`src/rtl/seg_scan_multi.sv`:
```
// seg_scan_multi: binary-to-BCD multiplexed 7-segment scanner with sign, decimal points and blink
module seg_scan_multi #(
  parameter int          DIGIT_NUM    = 6,
  parameter int          DATA_W       = 20,
  parameter logic [15:0] CNT_TIME_MAX = 16'd49_999,
  parameter logic [7:0]  BLINK_MAX    = 8'd50
) (
  input  logic                 sys_clk,
  input  logic                 sys_rst_n,
  input  logic [DATA_W-1:0]    data,
  input  logic [DIGIT_NUM-1:0] point,
  input  logic                 sign,
  input  logic                 seg_en,
  input  logic [DIGIT_NUM-1:0] blink,
  output logic [DIGIT_NUM-1:0] sel,
  output logic [7:0]           seg
);
  localparam int BW = 4 * DIGIT_NUM;
  localparam int IW = $clog2(DIGIT_NUM);
  localparam int SW = $clog2(DATA_W + 1);

  function automatic logic [63:0] pow10(input int n);
    pow10 = 64'd1;
    for (int i = 0; i < n; i++) pow10 = pow10 * 64'd10;
  endfunction

  localparam logic [63:0] LIM_POS = pow10(DIGIT_NUM) - 64'd1;
  localparam logic [63:0] LIM_NEG = pow10(DIGIT_NUM - 1) - 64'd1;

  function automatic logic [7:0] seg_code(input logic [3:0] v);
    case (v)
      4'd0:    seg_code = 8'hC0;
      4'd1:    seg_code = 8'hF9;
      4'd2:    seg_code = 8'hA4;
      4'd3:    seg_code = 8'hB0;
      4'd4:    seg_code = 8'h99;
      4'd5:    seg_code = 8'h92;
      4'd6:    seg_code = 8'h82;
      4'd7:    seg_code = 8'hF8;
      4'd8:    seg_code = 8'h80;
      4'd9:    seg_code = 8'h90;
      default: seg_code = 8'hFF;
    endcase
  endfunction

  typedef enum logic [1:0] {IDLE, SHIFT, DONE} state_t;

  state_t               state_q, state_d;
  logic [SW-1:0]        step_q, step_d;
  logic [DATA_W-1:0]    bin_q, bin_d, sat;
  logic [BW-1:0]        bcd_q, bcd_d, adj;
  logic [DIGIT_NUM-1:0] spt_q, spt_d, sbk_q, sbk_d;
  logic                 ssg_q, ssg_d;
  logic [BW-1:0]        dig_q, dig_d;
  logic [DIGIT_NUM-1:0] pt_q, pt_d, blk_q, blk_d;
  logic                 sgn_q, sgn_d;
  logic [63:0]          lim;

  // Clamping before conversion makes an overrange value come out as all nines.
  assign lim = sign ? LIM_NEG : LIM_POS;
  assign sat = ({{(64-DATA_W){1'b0}}, data} > lim) ? lim[DATA_W-1:0] : data;

  // Double-dabble correction: add 3 to every BCD digit of 5 or more before shifting.
  always_comb begin
    adj = bcd_q;
    for (int i = 0; i < DIGIT_NUM; i++)
      if (bcd_q[4*i +: 4] > 4'd4) adj[4*i +: 4] = bcd_q[4*i +: 4] + 4'd3;
  end

  // Conversion FSM: sample inputs, shift DATA_W times, then load the display atomically.
  always_comb begin
    state_d = state_q;
    step_d  = step_q;
    bin_d   = bin_q;
    bcd_d   = bcd_q;
    spt_d   = spt_q;
    ssg_d   = ssg_q;
    sbk_d   = sbk_q;
    dig_d   = dig_q;
    pt_d    = pt_q;
    sgn_d   = sgn_q;
    blk_d   = blk_q;
    case (state_q)
      IDLE: begin
        state_d = SHIFT;
        step_d  = '0;
        bin_d   = sat;
        bcd_d   = '0;
        spt_d   = point;
        ssg_d   = sign;
        sbk_d   = blink;
      end
      SHIFT: begin
        {bcd_d, bin_d} = {adj, bin_q} << 1;
        step_d = step_q + 1'b1;
        if (step_q == SW'(DATA_W - 1)) state_d = DONE;
      end
      default: begin
        state_d = IDLE;
        dig_d   = bcd_q;
        pt_d    = spt_q;
        sgn_d   = ssg_q;
        blk_d   = sbk_q;
      end
    endcase
  end

  // Conversion and display register state.
  always_ff @(posedge sys_clk or negedge sys_rst_n) begin
    if (!sys_rst_n) begin
      state_q <= IDLE;
      step_q  <= '0;
      bin_q   <= '0;
      bcd_q   <= '0;
      spt_q   <= '0;
      ssg_q   <= 1'b0;
      sbk_q   <= '0;
      dig_q   <= '0;
      pt_q    <= '0;
      sgn_q   <= 1'b0;
      blk_q   <= '0;
    end else begin
      state_q <= state_d;
      step_q  <= step_d;
      bin_q   <= bin_d;
      bcd_q   <= bcd_d;
      spt_q   <= spt_d;
      ssg_q   <= ssg_d;
      sbk_q   <= sbk_d;
      dig_q   <= dig_d;
      pt_q    <= pt_d;
      sgn_q   <= sgn_d;
      blk_q   <= blk_d;
    end
  end

  logic [15:0]          cnt_q;
  logic [IW-1:0]        idx_q;
  logic [7:0]           frame_q;
  logic                 phase_q;
  logic [DIGIT_NUM-1:0] sel_q;
  logic [7:0]           seg_q, code;
  logic [3:0]           hs, d, idx4;
  logic                 p, b, term, last;

  assign term = cnt_q == CNT_TIME_MAX - 16'd1;
  assign last = idx_q == IW'(DIGIT_NUM - 1);
  assign idx4 = {{(4-IW){1'b0}}, idx_q};

  // Highest shown digit (nonzero digit or point bit) and the scanned digit's fields.
  always_comb begin
    hs = '0;
    d  = '0;
    p  = 1'b0;
    b  = 1'b0;
    for (int i = 0; i < DIGIT_NUM; i++) begin
      if (dig_q[4*i +: 4] != 4'd0 || pt_q[i]) hs = 4'(i);
      if (idx_q == IW'(i)) begin
        d = dig_q[4*i +: 4];
        p = pt_q[i];
        b = blk_q[i];
      end
    end
  end

  assign code = (sgn_q && idx4 == hs + 4'd1) ? 8'hBF :
                (idx4 > hs || (b && !phase_q)) ? 8'hFF :
                seg_code(d) & {~p, 7'h7F};

  // Dwell counter, digit index, frame counter and blink phase; all parked while the display is off.
  always_ff @(posedge sys_clk or negedge sys_rst_n) begin
    if (!sys_rst_n) begin
      cnt_q   <= '0;
      idx_q   <= '0;
      frame_q <= '0;
      phase_q <= 1'b1;
    end else if (!seg_en) begin
      cnt_q   <= '0;
      idx_q   <= '0;
      frame_q <= '0;
    end else if (term) begin
      cnt_q <= '0;
      idx_q <= last ? '0 : idx_q + 1'b1;
      if (last) begin
        frame_q <= (frame_q == BLINK_MAX - 8'd1) ? 8'd0 : frame_q + 8'd1;
        if (frame_q == BLINK_MAX - 8'd1) phase_q <= ~phase_q;
      end
    end else begin
      cnt_q <= cnt_q + 16'd1;
    end
  end

  // Registered digit select and segment outputs.
  always_ff @(posedge sys_clk or negedge sys_rst_n) begin
    if (!sys_rst_n) begin
      sel_q <= '0;
      seg_q <= 8'hFF;
    end else begin
      sel_q <= seg_en ? {{(DIGIT_NUM-1){1'b0}}, 1'b1} << idx_q : '0;
      seg_q <= seg_en ? code : 8'hFF;
    end
  end

  assign sel = sel_q;
  assign seg = seg_q;
endmodule

```
`config.mk`:
```
export PLATFORM = sky130hd
export DESIGN_NAME = seg_scan_multi
export DESIGN_NICKNAME = d
export VERILOG_FILES = /design/src/rtl/seg_scan_multi.sv
export SDC_FILE = /design/constraint.sdc
export NUM_CORES = 1
export LEC_CHECK = 0
export ABC_AREA = 1
export CAP_MARGIN = 10
export CORE_ASPECT_RATIO = 1.4
export CORE_MARGIN = 2
export CORE_UTILIZATION = 30
export DETAILED_ROUTE_END_ITERATION = 8
export PLACE_DENSITY_LB_ADDON = 0.12
export SLEW_MARGIN = 5
export SYNTH_ARGS = -nofsm -noshare
export SYNTH_HDL_FRONTEND = slang
export SYNTH_SLANG_ARGS = --single-unit
```
`constraint.sdc`:
```
create_clock -name sys_clk -period 2.4 [get_ports sys_clk]
set_input_delay 0.72 -clock sys_clk [delete_from_list [all_inputs] [get_ports sys_clk]]
set_output_delay 0.72 -clock sys_clk [all_outputs]
set_load 0.01 [all_outputs]
```
==> results of run 1 <==
==> synthesized netlist by cell type (2+ instances only) <==
library cell	count
a211oi_1	6
a21oi_1	40
a21oi_2	3
and3_1	2
buf_1	3
buf_2	3
buf_6	2
clkbuf_1	15
clkinv_1	3
dfrtp_1	134
dfstp_2	9
ha_1	29
inv_1	111
inv_2	11
mux2_2	12
nand2_1	190
nand2_2	9
nand2_4	2
nand3_1	51
nand4_1	13
nor2_1	90
nor2_2	8
nor3_1	15
nor4_1	2
o211ai_1	5
o21ai_0	74
o21ai_1	4
o21ai_2	3
o21bai_1	2
o22ai_1	6
o31ai_1	3
o41ai_1	3
xor2_1	4
==> through the flow <==
stage                     worst slack [ns]  cells
after floorplan                      0.167    882
after global placement              -0.377   1273
after detailed placement            -0.431   1273
after CTS                          0.00196   1305
after global routing               -0.0267   1307
final                                0.127   1307
==> cell usage in the layout, fill, tap and decap left out, types with 4 or more instances in the layout <==
cell,instances
xor2_1,4
a21oi_1,40
buf_12,4
nand2_1,190
inv_1,108
nor2_1,87
o21ai_1,5
ha_1,27
mux2_2,12
o211ai_1,5
nand4_1,13
nand2_2,8
nor2_2,10
o21ai_0,73
nand3_1,50
dfrtp_1,132
clkinvlp_4,5
clkbuf_16,18
inv_2,14
clkdlybuf4s50_1,47
a211oi_1,5
o22ai_1,6
dfstp_2,9
nor3_1,13
buf_4,53
==> path summary, 6_finish.rpt <==
check / start / to / slack, ns
max in group asynchronous: sys_rst_n / state_q[1] / 1.55
min in group sys_clk: ssg_q / sgn_q / 0.47
max: data[15] / bin_q[18] / 0.13
min reg2reg: ssg_q / sgn_q / 0.47
min: sys_rst_n / cnt_q[12] / 0.18
max reg2reg: dig_q[6] / seg[1] / 0.19
==> final cells by class <==
class / instances / area share (%)
flip-flops and latches: 143 / 39.0
multi-input cells: 590 / 34.4
well taps: 310 / 4.21
clock inverters: 13 / 1.78
inverters: 125 / 5.11
repair buffers: 107 / 10.8
clock buffers: 19 / 4.70
==> kinds of logic after synthesis <==
| logic type | count (synthesis) | share of synthesized area, % |
|---|---|---|
| compound gates | 156 | 12.2 |
| xor+xnor | 5 | 0.602 |
| fa+ha+maj | 29 | 4.98 |
| buf+inv | 149 | 7.99 |
| flops | 143 | 49.3 |
| mux | 12 | 1.86 |
| simple gates | 388 | 23.1 |
==> sequential cells by signal (all words and copies together), names as in the netlist <==
signal,flops
sgn_q,1
frame_q,8
step_q,5
phase_q,1
bcd_q,24
dig_q,24
cnt_q,16
idx_q,3
blk_q,6
state_q,2
pt_q,6
sbk_q,6
seg,8
sel,6
ssg_q,1
bin_q,20
spt_q,6
==> power by group through the flow <==
stage          sequential, µW  clock, µW  combinational, µW
2_1_floorplan            2880          0                674
3_3_place_gp             2890          0               1220
3_5_place_dp             2900          0               1230
4_1_cts                  2860       2780               1250
5_1_grt                  2890       2900               1460
6_report                 2860       2710               1260
==> critical path, delay by kind of cell <==
kind,cells,cell delay [ns]
simple gates,8,0.83
buf+inv,3,0.65
fa+ha+maj,1,0.32
compound gates,1,0.07
==> routing by layer <==
layer	wire length (µm)	share of wire (%)	GRT usage [%]
met1	7640	43	16.9
met2	9400	53	26.9
met3	398	2.2	3.09
met4	386	2.2	5.45
met5	0	0	0
==> what timing repair did <==
item,in CTS,in global routing
buffers inserted,0,1
pin swaps,2,9
hold buffers,0,0
setup endpoints to repair,5,28
hold endpoints to repair,0,0
resized for setup,4,14
cloned,0,1
==> results by group, run 1 <==
Run status
  – Outcome: completed

Power
  – Sw Pwr: 1900 µW
  – Static leakage: 0.00429 µW
  – Switching share of power: 27.8%
  – Sequential share of power: 41.8%
  – Peak VDD IR: 487 µV
  – Power density over the cells: 741 mW/mm²
  – Logic pwr share: 18.5%
  – Int Power: 4930 µW
  – Clk pwr share: 39.6%
  – Total power: 6830 µW

Min path
  – Hold Crit Class: in -> async

Clocking
  – Sink Count: 143
  – H-tree levels: 4
  – Clock Tree Root: clkbuf_16
  – Clock Latency Late Sink: 0.43 ns
  – CTS tree: built
  – Clock tree buffer depth: 2
  – CTS buffer count: 17
  – Clock slew at reported path FFs: 0.07 ns

Drt
  – Routed WL: 17.8 mm
  – Drt initial violations: 246
  – Drt wl/cell: 13.6 µm
  – Via count: 6003
  – Residual DRC count: 0
  – Final ANT Viol Nets: 0
  – Vias/cell: 4.59
  – DR pass1 iterations: 4

Critical path
  – Most frequent CP cell: nand2_1
  – CP Max Fanout: 9
  – Cell Chain, Critical Path: clkdlybuf4s50_1, ha_1, nand2_1, inv_1, nand2_1, a21oi_1, nor3_2, nand3_4, nand2_4, clkbuf_16, nand2_1, nand3_1, nand3_1
  – Reg2reg path depth: 15
  – Slowest-stage cell, CP: clkdlybuf4s50_1
  – Critical path class: in -> reg
  – Worst path arrival time: 2.59 ns
  – Worst setup EP type: register
  – Required @ worst endpoint: 2.72 ns
  – Critical Path Max Stage Delay: 0.45 ns
  – Startpoint types: input pin

Floorplan
  – Die area: 0.0255 mm²
  – Die Height: 188 µm
  – Placeable core area: 0.0239 mm²
  – Initial Util: 30.5%
  – Die width: 136 µm
  – Core Rows: 67
  – Io pins: 50

Finish
  – Share of cells above drive strength 1: 16.9%
  – Storage element area: 0.00359 mm²
  – Final net count: 1049
  – Final Core Density: 38.6%
  – Synthesis-to-layout area growth: 26.6%
  – Final instance area: 0.00922 mm²
  – Fillcell total: 2479
  – Ant diodes: 0
  – Multi-input logic area: 0.00317 mm²

STA
  – Final hold vios: 0
  – Worst relative slew slack: 63.9%
  – Final Critical Period: 2.27 ns
  – Total negative slack: 0 ns
  – Post-route clock skew: 0.0116 ns
  – Worst-Margin Slew: 0.536 ns
  – Final setup vio count: 0
  – Final worst-path cycle share: 94.7%
  – WHS: 0.179 ns
  – Fmax: 0.440 GHz
  – Final slew viol count: 0

Synth
  – Number of flops mapped to enable cells by yosys: 0
  – Syn avg cell area: 8.25 µm²
  – Yosys cell types: 48
  – Cell count after synthesis: 882
  – Ys Warns: 0
  – Fraction of registers with async set/reset: 100%
  – Share of the synthesized area in the top cell type: 46.1%
  – Post-synthesis sequential area ratio: 49.3%
  – Cell area after synthesis: 0.00728 mm²
  – Net Count, Synth: 947
  – Yosys top cell by area: dfrtp_1
  – Synth Register Bits: 143
  – Prevailing post-synth register cell: dfrtp_1
  – Synth top area cells: dfrtp_1 (46%), nand2_1 (9.8%), inv_1 (5.7%)

Placement
  – Post-DP Area: 0.00853 mm²
  – DP HPWL: 13.2 mm
  – PortBufs: 49
  – Gpl congestion: 0.795

Global route
  – Initial antenna violation count: 0
  – GR Overflow Total: 0
  – Pin count of the biggest net entering global routing: 50
  – Global-route wire length before repair: 29.8 mm
  – Vias in the first global route: 6029
  – Gr usage total: 14.8%

Flow run
  – Total of max-cap violations: 0
Note: power is estimated with default switching activity, not from simulation.
==> run 2, diff against run 1 <==
--- a/config.mk
+++ b/config.mk
@@ -11,6 +11,7 @@
 export CORE_MARGIN = 2
 export CORE_UTILIZATION = 30
 export DETAILED_ROUTE_END_ITERATION = 8
+export GPL_TIMING_DRIVEN = 1
 export PLACE_DENSITY_LB_ADDON = 0.12
 export SLEW_MARGIN = 5
 export SYNTH_ARGS = -nofsm -noshare
==> results of run 2 <==
No change in the layout: final DEF, timing and power equal those of run 1.
==> run 3, diff against run 2 <==
--- a/config.mk
+++ b/config.mk
@@ -8,11 +8,11 @@
 export ABC_AREA = 1
 export CAP_MARGIN = 10
 export CORE_ASPECT_RATIO = 1.4
-export CORE_MARGIN = 2
-export CORE_UTILIZATION = 30
+export CORE_UTILIZATION = 54
 export DETAILED_ROUTE_END_ITERATION = 8
 export GPL_TIMING_DRIVEN = 1
 export PLACE_DENSITY_LB_ADDON = 0.12
+export SKIP_LAST_GASP = 1
 export SLEW_MARGIN = 5
 export SYNTH_ARGS = -nofsm -noshare
 export SYNTH_HDL_FRONTEND = slang
==> run 3 against run 2 <==
Against the previous run: clock skew shrank 0.0010 ns; critical path depth increased by 2; cell area shrank 3.6%; critical path type is now reg -> reg; critical endpoint is now seg[3]; largest cell class unchanged; largest power group unchanged.
==> results by group, run 3 (synthesis gave the netlist of run 1 again) <==
Finish
  – Final non-filler cell total: 1155 (-12%)
  – Synthesis-to-layout area growth: 22.1%
  – Ant diodes: 0 (unchanged)
  – Commonest non-fill, non-tap cell in the layout: nand2_1
  – Most frequent cells in the layout: nand2_1 (190), dfrtp_1 (132), inv_1 (107), nor2_1 (89), o21ai_0 (73)
  – Share of cells above drive strength 1: 15.3% (-1.6 points)
  – Fillcell total: 1036 (-58%)
  – Top flop regs: bcd_q x24, dig_q x24, bin_q x20
  – Final instance area: 0.00888 mm² (-3.6%)
  – Final net count: 1029 (-1.9%)

Clocking
  – Clock tree buffer depth: 2 (unchanged)
  – Clock Tree Root: clkbuf_16
  – Clock slew at reported path FFs: 0.06 ns (about the same)
  – Clock Latency Late Sink: 0.41 ns (-0.02 ns)
  – CTS Hold Bufs: 0 (unchanged)
  – Sink Count: 143 (unchanged)
  – H-tree levels: 4 (unchanged)
  – CTS tree: built
  – CTS buffer count: 17 (unchanged)

Global route
  – GR Overflow Total: 0 (unchanged)
  – Vias in the first global route: 6222 (+3.2%)
  – Pin count of the biggest net entering global routing: 78 (+56%)
  – Initial antenna violation count: 0 (unchanged)
  – Global-route wire length before repair: 27.9 mm (-6.3%)
  – Gr usage total: 25.2% (+10 points)

Power
  – Static leakage: 0.00419 µW (-2.2%)
  – Switching share of power: 27.7% (-0.089 points)
  – Int Power: 4860 µW (-1.5%)
  – Peak VDD IR: 491 µV (+0.78%)
  – Sw Pwr: 1860 µW (-1.9%)
  – Total power: 6720 µW (-1.6%)
  – Power density over the cells: 756 mW/mm² (+2.0%)
  – Sequential share of power: 42.7% (+0.9 points)
  – Clk pwr share: 40.2% (+0.6 points)
  – Logic pwr share: 17.0% (-1.5 points)

Min path
  – Hold Crit Class: in -> async

Placement
  – DP HPWL: 11.7 mm (-11%)
  – PortBufs: 49 (unchanged)
  – Gpl congestion: 0.846 (+6.5%)
  – Post-DP Area: 0.00818 mm² (-4.1%)
  – Inst Count DP: 1121 (-12%)

Critical path
  – Worst setup EP type: register
  – Required @ worst endpoint: 2.76 ns (+0.04 ns)
  – RR Startpoint: dig_q[6]
  – Crit path from: dig_q[6]
  – CP Max Fanout: 5 (-4)
  – Critical path class: reg -> reg
  – Worst path arrival time: 2.64 ns (+0.05 ns)
  – Startpoint types: register

Floorplan
  – Io pins: 50 (unchanged)
  – Die width: 100 µm (-26%)
  – Die Height: 139 µm (-26%)
  – Initial Util: 56.0% (+26 points)
  – Placeable core area: 0.0130 mm² (-46%)
  – Die area: 0.0140 mm² (-45%)
  – Core Rows: 49 (-27%)

STA
  – Final worst-path cycle share: 95.0% (+0.27 points)
  – Post-route clock skew: 0.0106 ns (-0.00102 ns)
  – Final hold vios: 0 (unchanged)
  – Worst-Margin Slew: 0.514 ns (-0.0216 ns)
  – Fmax: 0.439 GHz (-0.28%)
  – Final slew viol count: 0 (unchanged)
  – Final Critical Period: 2.28 ns (+0.00639 ns)
  – Final setup vio count: 0 (unchanged)
  – Worst relative slew slack: 65.5% (+1.6 points)

Flow run
  – Total of max-cap violations: 0 (unchanged)

Drt
  – Residual DRC count: 0 (unchanged)
  – Via count: 6189 (+3.1%)
  – Vias/cell: 5.36 (+17%)
  – Drt wl/cell: 14.4 µm (+5.4%)
  – Final ANT Viol Nets: 0 (unchanged)
  – Routed WL: 16.6 mm (-6.9%)
  – Drt initial violations: 306 (+24%)
  – DR pass1 iterations: 4 (unchanged)

Run status
  – Outcome: completed
## run 3: cell types whose count changed in the layout (fill, tap and decap cells not counted), sizes merged
cell	previous run	this run
buf	58	39
clkinvlp	5	4
## run 3: metrics by stage
step                      util [%]  TNS [ns]  hold slack [ns]  setup WS, ns
after floorplan                  -         0            0.424         0.167
after global placement        62.9     -6.81            0.462        -0.367
after detailed placement      62.9     -9.94            0.470        -0.537
after CTS                     67.8         0            0.130       0.00823
after global routing          68.4   -0.0577            0.127       -0.0198
final                         68.4         0            0.135         0.121
## run 3: worst paths after layout
check / end / slack (ns) / cells after the start
hold reg to reg: bcd_q[0] / 0.48 / 2
max in group asynchronous: dig_q[1] / 1.59 / 2
hold / removal: step_q[2] / 0.14 / 1
setup / recovery: seg[3] / 0.12 / 15
setup reg to reg: seg[3] / 0.12 / 15
min in group sys_clk: bcd_q[0] / 0.48 / 2
## run 3: area by class of cell
type                    instances  area, µm²  area share, %
repair buffers                 87        805           9.06
clock buffers                  20        447           5.03
multi-input cells             590       3190           35.9
clock inverters                12        160           1.80
well taps                     178        223           2.51
flip-flops and latches        143       3590           40.4
inverters                     125        469           5.28
## run 3: repair_timing
item                       in CTS  in global routing
setup buffers                   0                  2
gates resized for setup         5                 16
setup endpoints to repair      24                 26
pin swaps                       0                 15
## run 3: per-layer routing
| metal | global-route usage (%) | part of all wire (%) |
|---|---|---|
| met1 | 28.8 | 41 |
| met2 | 44.7 | 52 |
| met3 | 5.32 | 3.4 |
| met4 | 11.2 | 3.5 |
| met5 | 0 | 0 |
## run 3: worst max-delay path, stage by stage, from the launching register on
cell and delay (ns):
dfrtp_1 0.39, inv_2 0.06, nand4_1 0.09, nor2_1 0.15, nor2_1 0.06, nor2_1 0.10, nor2_1 0.05, or2_4 0.26
ha_4 0.28, o21ai_1 0.06, a211oi_2 0.26, a21oi_1 0.11, nand2_1 0.11, inv_2 0.05, and2_4 0.16, nand2_2 0.06
## run 3: power groups by stage
stage	Combinational (µW)	Sequential, µW	Clock, µW
6_report	1150	2870	2700
3_5_place_dp	1090	2900	0
3_3_place_gp	1050	2900	0
5_1_grt	1290	2900	2860
2_1_floorplan	674	2880	0
4_1_cts	1120	2870	2740
